File: src/rtl/c64_bus_arbiter_if.sv
// Bus bundle between the C64 bus arbiter and its requesters (6502 core, VIC-II fetch
// engine) plus the shared RAM. The arbiter takes the slave view.
interface c64_bus_arbiter_if #(
  parameter int VIC_AW = 14
);
  // CPU side
  logic [15:0]       cpu_ab;
  logic              cpu_we;
  logic [7:0]        cpu_do;
  logic [7:0]        cpu_di;
  logic              cpu_ce;

  // VIC side
  logic [VIC_AW-1:0] vic_addr;
  logic [1:0]        vic_bank;
  logic              vic_steal_req;
  logic [7:0]        vic_data;
  logic              vic_data_valid;

  // Handshake and phase
  logic              ba;
  logic              aec;
  logic              phase;

  // RAM side
  logic [15:0]       mem_addr;
  logic              mem_we;
  logic [7:0]        mem_wdata;
  logic [7:0]        mem_rdata;

  modport master (
    output cpu_ab, cpu_we, cpu_do, vic_addr, vic_bank, vic_steal_req, mem_rdata,
    input  cpu_di, cpu_ce, vic_data, vic_data_valid, ba, aec, phase,
           mem_addr, mem_we, mem_wdata
  );

  modport slave (
    input  cpu_ab, cpu_we, cpu_do, vic_addr, vic_bank, vic_steal_req, mem_rdata,
    output cpu_di, cpu_ce, vic_data, vic_data_valid, ba, aec, phase,
           mem_addr, mem_we, mem_wdata
  );
endinterface

File: src/rtl/c64_bus_arbiter.sv
// Two-phase C64 memory bus arbiter: phase 0 is always a VIC fetch, phase 1 goes to the
// CPU unless the VIC has stolen it via the BA/AEC handshake.
module c64_bus_arbiter #(
  parameter int BA_LEAD = 3,   // CPU cycles of BA warning before a steal, 1..7
  parameter int VIC_AW  = 14   // bank bits fill the upper 16-VIC_AW address bits
) (
  input  logic             clk,
  input  logic             reset,
  c64_bus_arbiter_if.slave bus
);

  typedef enum logic [1:0] {
    ST_IDLE,
    ST_BA_WAIT,
    ST_STEAL
  } state_e;

  localparam int         BANK_W    = 16 - VIC_AW;
  localparam logic [2:0] LEAD_LOAD = 3'(BA_LEAD - 1);

  state_e      state_q, state_d;
  logic [2:0]  cnt_q, cnt_d;
  logic        phase_q, phase_d;
  logic [7:0]  cpu_di_q, cpu_di_d;
  logic [7:0]  vic_data_q, vic_data_d;
  logic        vic_valid_q, vic_valid_d;

  logic        cpu_grant;
  logic        vic_slot;
  logic [15:0] vic_full_addr;

  assign vic_full_addr = {bus.vic_bank[BANK_W-1:0], bus.vic_addr};

  // NOTE: every always_comb output gets its default first, so no path can infer a latch.
  always_comb begin
    state_d     = state_q;
    cnt_d       = cnt_q;
    phase_d     = ~phase_q;
    cpu_grant   = 1'b0;
    vic_slot    = 1'b0;

    if (!phase_q) begin
      vic_slot = 1'b1;
    end else begin
      // Ownership of the slot and the state transition are both decided on phase 1.
      unique case (state_q)
        ST_IDLE: begin
          cpu_grant = 1'b1;
          if (bus.vic_steal_req) begin
            state_d = ST_BA_WAIT;
            cnt_d   = LEAD_LOAD;
          end
        end
        ST_BA_WAIT: begin
          // During the BA warning the CPU may still finish writes; reads stall.
          cpu_grant = bus.cpu_we;
          if (!bus.vic_steal_req) begin
            state_d = ST_IDLE;
          end else if (cnt_q == 3'd0) begin
            state_d = ST_STEAL;
          end else begin
            cnt_d = cnt_q - 3'd1;
          end
        end
        ST_STEAL: begin
          vic_slot = 1'b1;
          if (!bus.vic_steal_req) begin
            state_d = ST_IDLE;
          end
        end
        default: state_d = ST_IDLE;
      endcase
    end

    cpu_di_d    = (cpu_grant && !bus.cpu_we) ? bus.mem_rdata : cpu_di_q;
    vic_data_d  = vic_slot ? bus.mem_rdata : vic_data_q;
    vic_valid_d = vic_slot;
  end

  // NOTE: sequential state uses non-blocking assignments so all registers update together.
  always_ff @(posedge clk) begin
    if (reset) begin
      state_q     <= ST_IDLE;
      cnt_q       <= 3'd0;
      phase_q     <= 1'b0;
      cpu_di_q    <= 8'h00;
      vic_data_q  <= 8'h00;
      vic_valid_q <= 1'b0;
    end else begin
      state_q     <= state_d;
      cnt_q       <= cnt_d;
      phase_q     <= phase_d;
      cpu_di_q    <= cpu_di_d;
      vic_data_q  <= vic_data_d;
      vic_valid_q <= vic_valid_d;
    end
  end

  // Reset gates the strobes so a half-finished write cannot land in the reset cycle.
  assign bus.mem_addr       = vic_slot ? vic_full_addr : bus.cpu_ab;
  assign bus.mem_we         = cpu_grant & bus.cpu_we & ~reset;
  assign bus.mem_wdata      = bus.cpu_do;
  assign bus.cpu_ce         = cpu_grant & ~reset;
  assign bus.cpu_di         = cpu_di_q;
  assign bus.vic_data       = vic_data_q;
  assign bus.vic_data_valid = vic_valid_q;
  assign bus.ba             = (state_q == ST_IDLE);
  assign bus.aec            = (state_q != ST_STEAL);
  assign bus.phase          = phase_q;

  a_no_vic_write: assert property (@(posedge clk) !(bus.mem_we && vic_slot));
  a_no_ce_phase0: assert property (@(posedge clk) !(bus.cpu_ce && !phase_q));

endmodule
File: src/flat_wrapper.sv
// flat-port wrapper written by rule: the top's interface ports become plain ports
module c64_bus_arbiter_flat 
#(
  parameter int BA_LEAD = 3,                                                   
  parameter int VIC_AW  = 14                                                     
)
  (clk, reset, bus_cpu_ab, bus_cpu_we, bus_cpu_do, bus_vic_addr, bus_vic_bank, bus_vic_steal_req, bus_mem_rdata, bus_cpu_di, bus_cpu_ce, bus_vic_data, bus_vic_data_valid, bus_ba, bus_aec, bus_phase, bus_mem_addr, bus_mem_we, bus_mem_wdata);
  c64_bus_arbiter_if #(.VIC_AW(VIC_AW)) bus_i ();
  input  logic clk;
  input  logic reset;
  input wire logic [$bits(bus_i.cpu_ab)-1:0] bus_cpu_ab;
  input wire logic [$bits(bus_i.cpu_we)-1:0] bus_cpu_we;
  input wire logic [$bits(bus_i.cpu_do)-1:0] bus_cpu_do;
  input wire logic [$bits(bus_i.vic_addr)-1:0] bus_vic_addr;
  input wire logic [$bits(bus_i.vic_bank)-1:0] bus_vic_bank;
  input wire logic [$bits(bus_i.vic_steal_req)-1:0] bus_vic_steal_req;
  input wire logic [$bits(bus_i.mem_rdata)-1:0] bus_mem_rdata;
  output wire logic [$bits(bus_i.cpu_di)-1:0] bus_cpu_di;
  output wire logic [$bits(bus_i.cpu_ce)-1:0] bus_cpu_ce;
  output wire logic [$bits(bus_i.vic_data)-1:0] bus_vic_data;
  output wire logic [$bits(bus_i.vic_data_valid)-1:0] bus_vic_data_valid;
  output wire logic [$bits(bus_i.ba)-1:0] bus_ba;
  output wire logic [$bits(bus_i.aec)-1:0] bus_aec;
  output wire logic [$bits(bus_i.phase)-1:0] bus_phase;
  output wire logic [$bits(bus_i.mem_addr)-1:0] bus_mem_addr;
  output wire logic [$bits(bus_i.mem_we)-1:0] bus_mem_we;
  output wire logic [$bits(bus_i.mem_wdata)-1:0] bus_mem_wdata;
  assign bus_i.cpu_ab = bus_cpu_ab;
  assign bus_i.cpu_we = bus_cpu_we;
  assign bus_i.cpu_do = bus_cpu_do;
  assign bus_i.vic_addr = bus_vic_addr;
  assign bus_i.vic_bank = bus_vic_bank;
  assign bus_i.vic_steal_req = bus_vic_steal_req;
  assign bus_i.mem_rdata = bus_mem_rdata;
  assign bus_cpu_di = bus_i.cpu_di;
  assign bus_cpu_ce = bus_i.cpu_ce;
  assign bus_vic_data = bus_i.vic_data;
  assign bus_vic_data_valid = bus_i.vic_data_valid;
  assign bus_ba = bus_i.ba;
  assign bus_aec = bus_i.aec;
  assign bus_phase = bus_i.phase;
  assign bus_mem_addr = bus_i.mem_addr;
  assign bus_mem_we = bus_i.mem_we;
  assign bus_mem_wdata = bus_i.mem_wdata;
  c64_bus_arbiter #(.BA_LEAD(BA_LEAD), .VIC_AW(VIC_AW)) u_core (.clk(clk), .reset(reset), .bus(bus_i));
endmodule
File: config.mk
export PLATFORM = sky130hd
export DESIGN_NAME = c64_bus_arbiter_flat
export DESIGN_NICKNAME = d
export VERILOG_FILES = /design/src/rtl/c64_bus_arbiter_if.sv /design/src/rtl/c64_bus_arbiter.sv /design/src/flat_wrapper.sv
export SDC_FILE = /design/constraint.sdc
export NUM_CORES = 1
export LEC_CHECK = 0
export CAP_MARGIN = 20
export CORE_AREA = 5 5 68 70
export DETAILED_ROUTE_END_ITERATION = 8
export DIE_AREA = 0 0 73 75
export PLACE_DENSITY = 0.77
export SYNTH_ARGS = -nofsm -noshare
export SYNTH_HDL_FRONTEND = slang
export SYNTH_SLANG_ARGS = --single-unit
File: constraint.sdc
create_clock -name clk -period 1.9 [get_ports clk]
set_input_delay 0.285 -clock clk [delete_from_list [all_inputs] [get_ports clk]]
set_output_delay 0.285 -clock clk [all_outputs]
set_load 0.02 [all_outputs]
# Word level (Yosys, flattened, before mapping)
# Index checks and enable logic that the tools add are counted.
# word_totals
reg_bits,23
in_bits,52
out_inout_bits,46
elab_cells,41
# classes
addsub,1
eq_ne,8
mux,14
n_bitwise,5
n_reduce_logical,7
# ops
cell,count
$mux 16,1
$ne 2x2->1 const B,5
$mux 3,3
$mux 2,4
$pmux 2 s3,1
$pmux 3 s2,1
$reduce_and 5->1,1
$reduce_and 4->1,1
$and 1x1->1,3
$logic_not 3->1,1
$mux 1,3
$ne 3x2->1 const B,1
$sub 3x1->3 const B,1
$eq 2x1->1 const B,1
$eq 2x2->1 const B,1
$logic_not 2->1,1
$not 1->1,2
$pmux 1 s2,1
$reduce_bool 2->1,1
$logic_and 1x1->1,1
$logic_not 1->1,1

# Longest topological paths before layout
# Gate-level depths: netlist of run 1.
# logic_depth
depth_word,5
mapped_depth,6
ltp_nobuf,5

# Worst setup path after synthesis of run 1
# OpenSTA, ideal clock, no wires.
# synth_timing
path_kind,register to output
start,register u_core.phase_q (netlist: u_core.bus.phase)
end,output port bus_cpu_ce
arrival_time_ps,1750
required_time_ps,1615
setup_slack_ps,-135
stages_incl_launch_ff,3
n_path_buf,0
cell_sequence,dfxtp_1 inv_1 a2111oi_0
# synth_between
elab_chain_cells,2
# synth_rtl
element,line,source
"start, declared",c64_bus_arbiter.sv:23,"logic phase_q, phase_d;"
"start signal, assigned",c64_bus_arbiter.sv:92,phase_q <= phase_d;
$mux 1,c64_bus_arbiter.sv:42,if (!phase_q) begin
$and 1x1->1,c64_bus_arbiter.sv:103,assign bus.cpu_ce = cpu_grant & ~reset;
"end, declared",flat_wrapper.sv:19,output wire logic [$bits(bus_i.cpu_ce)-1:0] bus_cpu_ce;
# Every way passes these cells.

# Worst setup path in the final report of run 1
# layout_timing
start,register u_core.state_q[1]
end,output port bus_mem_addr[10]
# layout_between
elab_chain_cells,4
# layout_rtl
element,line,source
"start, declared",c64_bus_arbiter.sv:21,"state_e state_q, state_d;"
"start signal, assigned",c64_bus_arbiter.sv:90,state_q <= state_d;
$eq 2x2->1,c64_bus_arbiter.sv:46,unique case (state_q)
$mux 1,c64_bus_arbiter.sv:46,
$mux 1,c64_bus_arbiter.sv:42,
$mux 16,c64_bus_arbiter.sv:100,assign bus.mem_addr = vic_slot ? vic_full_addr : bus.cpu_ab;
"end, declared",flat_wrapper.sv:25,output wire logic [$bits(bus_i.mem_addr)-1:0] bus_mem_addr;
# Every way passes these cells.

==> results of run 1 <==
## kinds of logic (layout without fill, tap and decap cells)
| kind of cell | after synthesis | count (layout) |
|---|---|---|
| buffers and inverters | 26 | 105 |
| adders and majority gates | 2 | 2 |
| muxes | 16 | 16 |
| AOI/OAI and AO/OA | 34 | 34 |
| DFF | 23 | 23 |
| and+or+nand+nor | 40 | 40 |
## layer usage
layer	track usage	part of all wire	vias up
met5	0	0	-
met4	0.02049	0.0036	0
met3	0.04272	0.12	4
met2	0.2254	0.45	68
met1	0.1606	0.42	558
li1	-	-	636
## worst min-delay path, delay by kind of cell (launching register included)
family,cells,cell delay (ps)
AND/OR/NAND/NOR,1,50
flip-flops,1,320
AO/OA/AOI/OAI,1,50
## layout by cell type (no fill, tap or decap)
master           count
clkdlybuf4s50_1     61
dfxtp_1             23
a21oi_1             20
nand2_1             17
clkbuf_2            17
mux2_2              16
buf_4               12
o21ai_0              9
nand3_1              8
inv_1                7
nor2_1               4
clkbuf_8             3
nand3b_1             2
ha_1                 2
dlygate4sd2_1        2
nor2b_4              1
inv_2                1
nand2_8              1
nor4_1               1
a2111oi_1            1
nor4b_4              1
or4b_1               1
nand2b_1             1
or2_2                1
nor2b_1              1
or4_1                1
o32ai_1              1
a211oi_1             1
a221oi_1             1
a22o_1               1
clkinv_2             1
dlymetal6s2s_1       1
## state kept, by name, indices dropped and copies added, names as in the netlist
register,flops
u_core.bus.phase,1
u_core.bus.cpu_di,8
u_core.bus.vic_data,8
u_core.state_q,2
u_core.cnt_q,3
u_core.bus.vic_data_valid,1
## metrics by stage
step / std cells / setup WS [ps] / area (um^2)
6_report: 270 / 146.8 / 2043
5_1_grt: 270 / 60.35 / 2043
4_1_cts: 270 / 1.437 / 2125
3_5_place_dp: 266 / -275.3 / 2073
3_3_place_gp: 266 / -345.6 / 2073
2_1_floorplan: 141 / 66.93 / 1232
## power by group
part / internal (mW) / total, mW / switching, mW
clock: 0.146 / 0.303 / 0.157
combinational: 0.206 / 0.386 / 0.180
sequential: 0.508 / 0.522 / 0.0143
total: 0.859 / 1.21 / 0.351
## final cells by class
cell class	instances	area share
Timing Repair Buffer	93	0.3993
Sequential cell	23	0.2254
Clock inverter	1	0.002449
Inverter	8	0.01470
Tap cell	50	0.03062
Clock buffer	3	0.02021
Multi-Input combinational cell	92	0.3074
## cells in the mapped netlist (all sizes together) (2+ instances only)
| cell type | n | share of area |
|---|---|---|
| ha | 2 | 0.020 |
| nand2 | 18 | 0.061 |
| nand3b | 2 | 0.012 |
| inv | 8 | 0.024 |
| dfxtp | 23 | 0.37 |
| a21oi | 20 | 0.081 |
| nand3 | 8 | 0.033 |
| buf | 13 | 0.084 |
| o21ai | 9 | 0.037 |
| mux2 | 16 | 0.15 |
| nor2 | 4 | 0.012 |
| nor2b | 2 | 0.016 |
| clkbuf | 5 | 0.015 |
## worst max-delay path by stage
stage / start / to / slack, ps
floorplan: u_core.bus.phase / bus_mem_we / 70
global placement: bus_cpu_we / bus_cpu_ce / -350
detailed placement: bus_cpu_we / bus_cpu_ce / -280
CTS: u_core.state_q[1] / bus_mem_addr[1] / 1
global route: bus_cpu_we / bus_mem_we / 60
finish: u_core.state_q[1] / bus_mem_addr[10] / 150
==> reports/qor.yml, run 1 <==
run_status:
  status: "finished clean"
global_route:
  grt_first_pass_wirelength_um: 5658
  overflow: 0
  grt_pass1_vias: 1215
  grt_util_all_layers: 0.1302
  antenna_found_initial: 0
  grt_max_degree: 26
cts:
  clk_pin_slew_ps: 80
  cts_resized: 36
  clk_path_buf_depth: 2
  cts.sink_count: 23
  ctsHoldBuffers: 0
  cts_buffers: 3
  cts-htree-levels: 1
  tritoncts: "yes"
  root_buffer: "clkbuf_8"
  post-cts-setup-buffers: 0
  clock_latency_ps: 260
critical_path:
  crit_fanout: 16
  critPathBufInv: 2
  end_kind: "output pin"
  required_ps: 1620
  slowest_stage: "mux2_2"
  r2r-start: "u_core.state_q[0]"
  worstPathCellList: "nor2b_4 -> inv_2 -> nand2_8 -> mux2_2 -> clkbuf_2"
  critPathArrivalTime_ps: 1470
  path_delay_family: "multiplexers"
  crit_type: "reg2out"
  max_stage_delay_ps: 360
  path_depth: 5
  rr_endpoint: "u_core.bus.cpu_di[7]"
  startpoint_type: "flip-flop"
  r2r_setup_slack_ps: 290
  rr_worst_depth: 5
timing:
  finalSetupViolations: 0
  maxSlewViolCount: 0
  worst_hold_slack_ps: 458.3
  clock.fmax_mhz: 570.4
  final_hold_viol_count: 0
  grt_setup_unrepaired: "no"
  setup-tns-final_ps: 0
  tightest_slew_ps: 455.3
  layout_min_cycle_time_ps: 1753
  slew_headroom: 0.6952
  finClkSkew_ps: 4.054
  min_period_over_period: 0.9228
logic_synthesis:
  synth_fp_nets: 195
  yosys_warnings: 0
  ys_seq_elements: 23
  ys_types: 29
  synth_mux_area_frac: 0.1463
  synth_compound_area_frac: 0.1524
  async_flop_share: 0
  synthFlopType: "dfxtp_1"
  postSynthAreaPerCell_um2: 8.732
  synth_top_family_by_area: "simple AND/OR/NAND/NOR gates"
  synthSimpleGateAreaFrac: 0.1829
  ys_seq_area_frac: 0.3740
  syn_area_mm2: 0.001231
  synthAdderAreaFrac: 0.02033
  synthCells: 141
  synthXorXnorAreaFrac: 0
  synth_edf_count: 0
power:
  peakVddDrop_v: 0.0006425
  total_power_mw: 1.211
  power.density_mw_per_mm2: 592.6
  leakage_nw: 0.7935
floorplan:
  pin_count: 98
  start_util: 0.3146
  dieArea_mm2: 0.005475
  rows: 23
  fp.dieH_um: 75
  fp.coreArea_mm2: 0.003914
  die_x_um: 73
finish:
  diodes: 0
  fin_util: 0.5221
  seqCellArea_um2: 460.4
  drive_gt1_frac: 0.2455
  fill_cells: 399
  multi_input_area_um2: 628.1
  nets: 275
  area_delta_synth_final_pct: 65.96
detailed_routing:
  firstDrtPassIters: 4
  num_vias: 1266
  drc: 0
  wl_um: 3905
  wire_per_inst_um: 14.46
  via_per_inst: 4.689
  ant_nets: 0
  drtIter0Drc: 35
min_path:
  hold_depth: 2
  hp-class: "reg2reg"
  hold_start: "u_core.bus.cpu_di[3]"
  holdPathEnd: "u_core.bus.cpu_di[3]"
run:
  max_cap_violations: 0
place:
  port-buffer-count: 81
  place_congestion: 0.7260
  hpwl_um: 3176
No activity file was read; power rests on OpenSTA's default activity.
==> run 2: changes to the inputs <==
PLACE_DENSITY = default   (was 0.77)
PLACE_DENSITY_LB_ADDON = 0.25   (was default)
SLEW_MARGIN = 20   (was default)
==> run 2 against run 1 <==
  * Sequential share of layout area decreased by 0.12 points
  * Die area is the same
  * Combinational power grew 2%
  * Count of clock-buffer cells in the layout is the same
  * Largest cell class unchanged
  * Register-to-register slack improved by 150 ps
  * Wire length rose by 10%
  * Global-route usage increased by 1.5 points
  * Sequential power about the same
  * Non-clock buffer count unchanged
==> reports/qor.yml, run 2 (synthesis results as in run 1) <==
finish:
  final_common_cell: "clkdlybuf4s50_1"
  area_delta_synth_final_pct: 67.28
  nets: 276
  drive_gt1_frac: 0.2534
  layout_common_cells: "clkdlybuf4s50_1 (61), dfxtp_1 (22), a21oi_1 (20), nand2_1 (17), mux2_2 (16)"
  diodes: 0
critical_path:
  startpoint_type: "flip-flop"
  end_kind: "output pin"
  crit_type: "reg2out"
  slowest_stage: "mux2_2"
  rr_worst_depth: 5
  max_stage_delay_ps: 370
  critPathBufInv: 2
  required_ps: 1620
  worstPathCellList: "nor2b_4 -> inv_2 -> nand2_4 -> mux2_2 -> buf_2"
  path_delay_family: "multiplexers"
  r2r-start: "u_core.bus.phase"
  critPathArrivalTime_ps: 1520
  rr_endpoint: "u_core.bus.cpu_di[0]"
  r2r_setup_slack_ps: 440
  crit_fanout: 8
cts:
  clk_path_buf_depth: 2
  tritoncts: "yes"
  root_buffer: "clkbuf_8"
  post-cts-setup-buffers: 0
  cts.sink_count: 23
  cts_buffers: 3
  cts-htree-levels: 1
  clock_latency_ps: 270
  clk_pin_slew_ps: 80
detailed_routing:
  dr.max_layer_used: "met4"
  via_per_inst: 4.867
  firstDrtPassIters: 4
  num_vias: 1319
  met3WireLength_um: 592
  drtIter0Drc: 16
  wire_per_inst_um: 15.88
  ant_nets: 0
  dr_wl_met2_um: 1922
  wl_met1_um: 1740
  drc: 0
  wl_um: 4304
run_status:
  status: "finished clean"
timing:
  grt_setup_unrepaired: "no"
  setup-tns-final_ps: 0
  clock.fmax_mhz: 553.9
  maxSlewViolCount: 0
  layout_min_cycle_time_ps: 1805
  min_period_over_period: 0.9502
  tightest_slew_ps: 323.3
  slew_headroom: 0.7832
  final_hold_viol_count: 0
  finalSetupViolations: 0
  finClkSkew_ps: 6.171
floorplan:
  dieArea_mm2: 0.005475
  pin_count: 98
  fp.dieH_um: 75
  fp.coreArea_mm2: 0.003914
  rows: 23
  die_x_um: 73
  start_util: 0.3146
run:
  max_cap_violations: 0
power:
  total_power_mw: 1.225
  peakVddDrop_v: 0.0004030
  leakage_nw: 0.7959
  power.density_mw_per_mm2: 594.9
min_path:
  hold_start: "u_core.bus.cpu_di[3]"
  holdPathEnd: "u_core.bus.cpu_di[3]"
  hold_depth: 2
  hp-class: "reg2reg"
place:
  hpwl_um: 3345
  port-buffer-count: 81
  place_congestion: 0.7154
global_route:
  antenna_found_initial: 0
  grt_pass1_vias: 1240
  overflow: 0
  grt_util_all_layers: 0.1457
  grt_max_degree: 26
  grt_first_pass_wirelength_um: 6161
## run 2: cell types whose count changed in the layout (fill, tap and decap cells not counted), sizes merged
cell          previous run  this run
buf                     12        27
clkbuf                  20         5
dlygate4sd2              2         1
dlymetal6s2s             1         2
nand2                   18        19
## run 2: timing repair
item | CTS | global route
gates resized for setup | 51 | 21
setup endpoints to repair | 18 | 18
pin swaps | 0 | 1
cloned | 0 | 1
hold buffers | 0 | 0
## run 2: where the power goes
group / internal (mW) / leakage [nW] / switching, mW
registers: 0.508 / 0.189 / 0.0172
logic: 0.209 / 0.581 / 0.185
clock network: 0.147 / 0.0255 / 0.160
total: 0.863 / 0.796 / 0.362
## run 2: how the worst max path moves through the flow
stage                            startpoint  cells after the start  slack (ps)              end
after global routing      u_core.state_q[1]                      5          30  bus_mem_addr[5]
final                     u_core.state_q[1]                      5          90  bus_mem_addr[5]
after global placement           bus_cpu_we                      4        -230       bus_cpu_ce
after detailed placement         bus_cpu_we                      4        -260       bus_cpu_ce
after CTS                 u_core.state_q[0]                      4         -20          bus_aec
after floorplan            u_core.bus.phase                      3          70       bus_mem_we
## run 2: layout make-up
| class | count | area, um^2 |
|---|---|---|
| inverters | 8 | 30.03 |
| clock buffers | 3 | 41.29 |
| multi-input cells | 93 | 639.4 |
| well taps | 50 | 62.56 |
| flip-flops and latches | 23 | 461.7 |
| clock inverters | 1 | 5.005 |
| repair buffers | 93 | 819.5 |
| fillers | 424 | 1854 |
## run 2: per-stage QoR
step / hold WS [ps] / setup WS, ps / instances / area, um^2 / util
2_1_floorplan: 421.0 / 66.93 / 141 / 1232 / -
3_3_place_gp: 446.1 / -228.3 / 266 / 2073 / 0.5297
3_5_place_dp: 449.0 / -260.7 / 266 / 2073 / 0.5297
4_1_cts: 461.4 / -20.52 / 270 / 2138 / 0.5464
5_1_grt: 481.4 / 28.68 / 271 / 2059 / 0.5262
6_report: 458.5 / 94.60 / 271 / 2059 / 0.5262
## run 2: layer usage
metal	global-route usage	vias up
li1	-	641
met1	0.1755	593
met5	0	-
met3	0.05340	7
met2	0.2433	78
met4	0.04303	0
## run 2: worst register-to-register path, cell delays in order (launching register included)
cell and delay [ps]:
dfxtp_2 450, buf_4 170, or4b_1 420, buf_4 180, nand2_1 70, a21oi_1 60
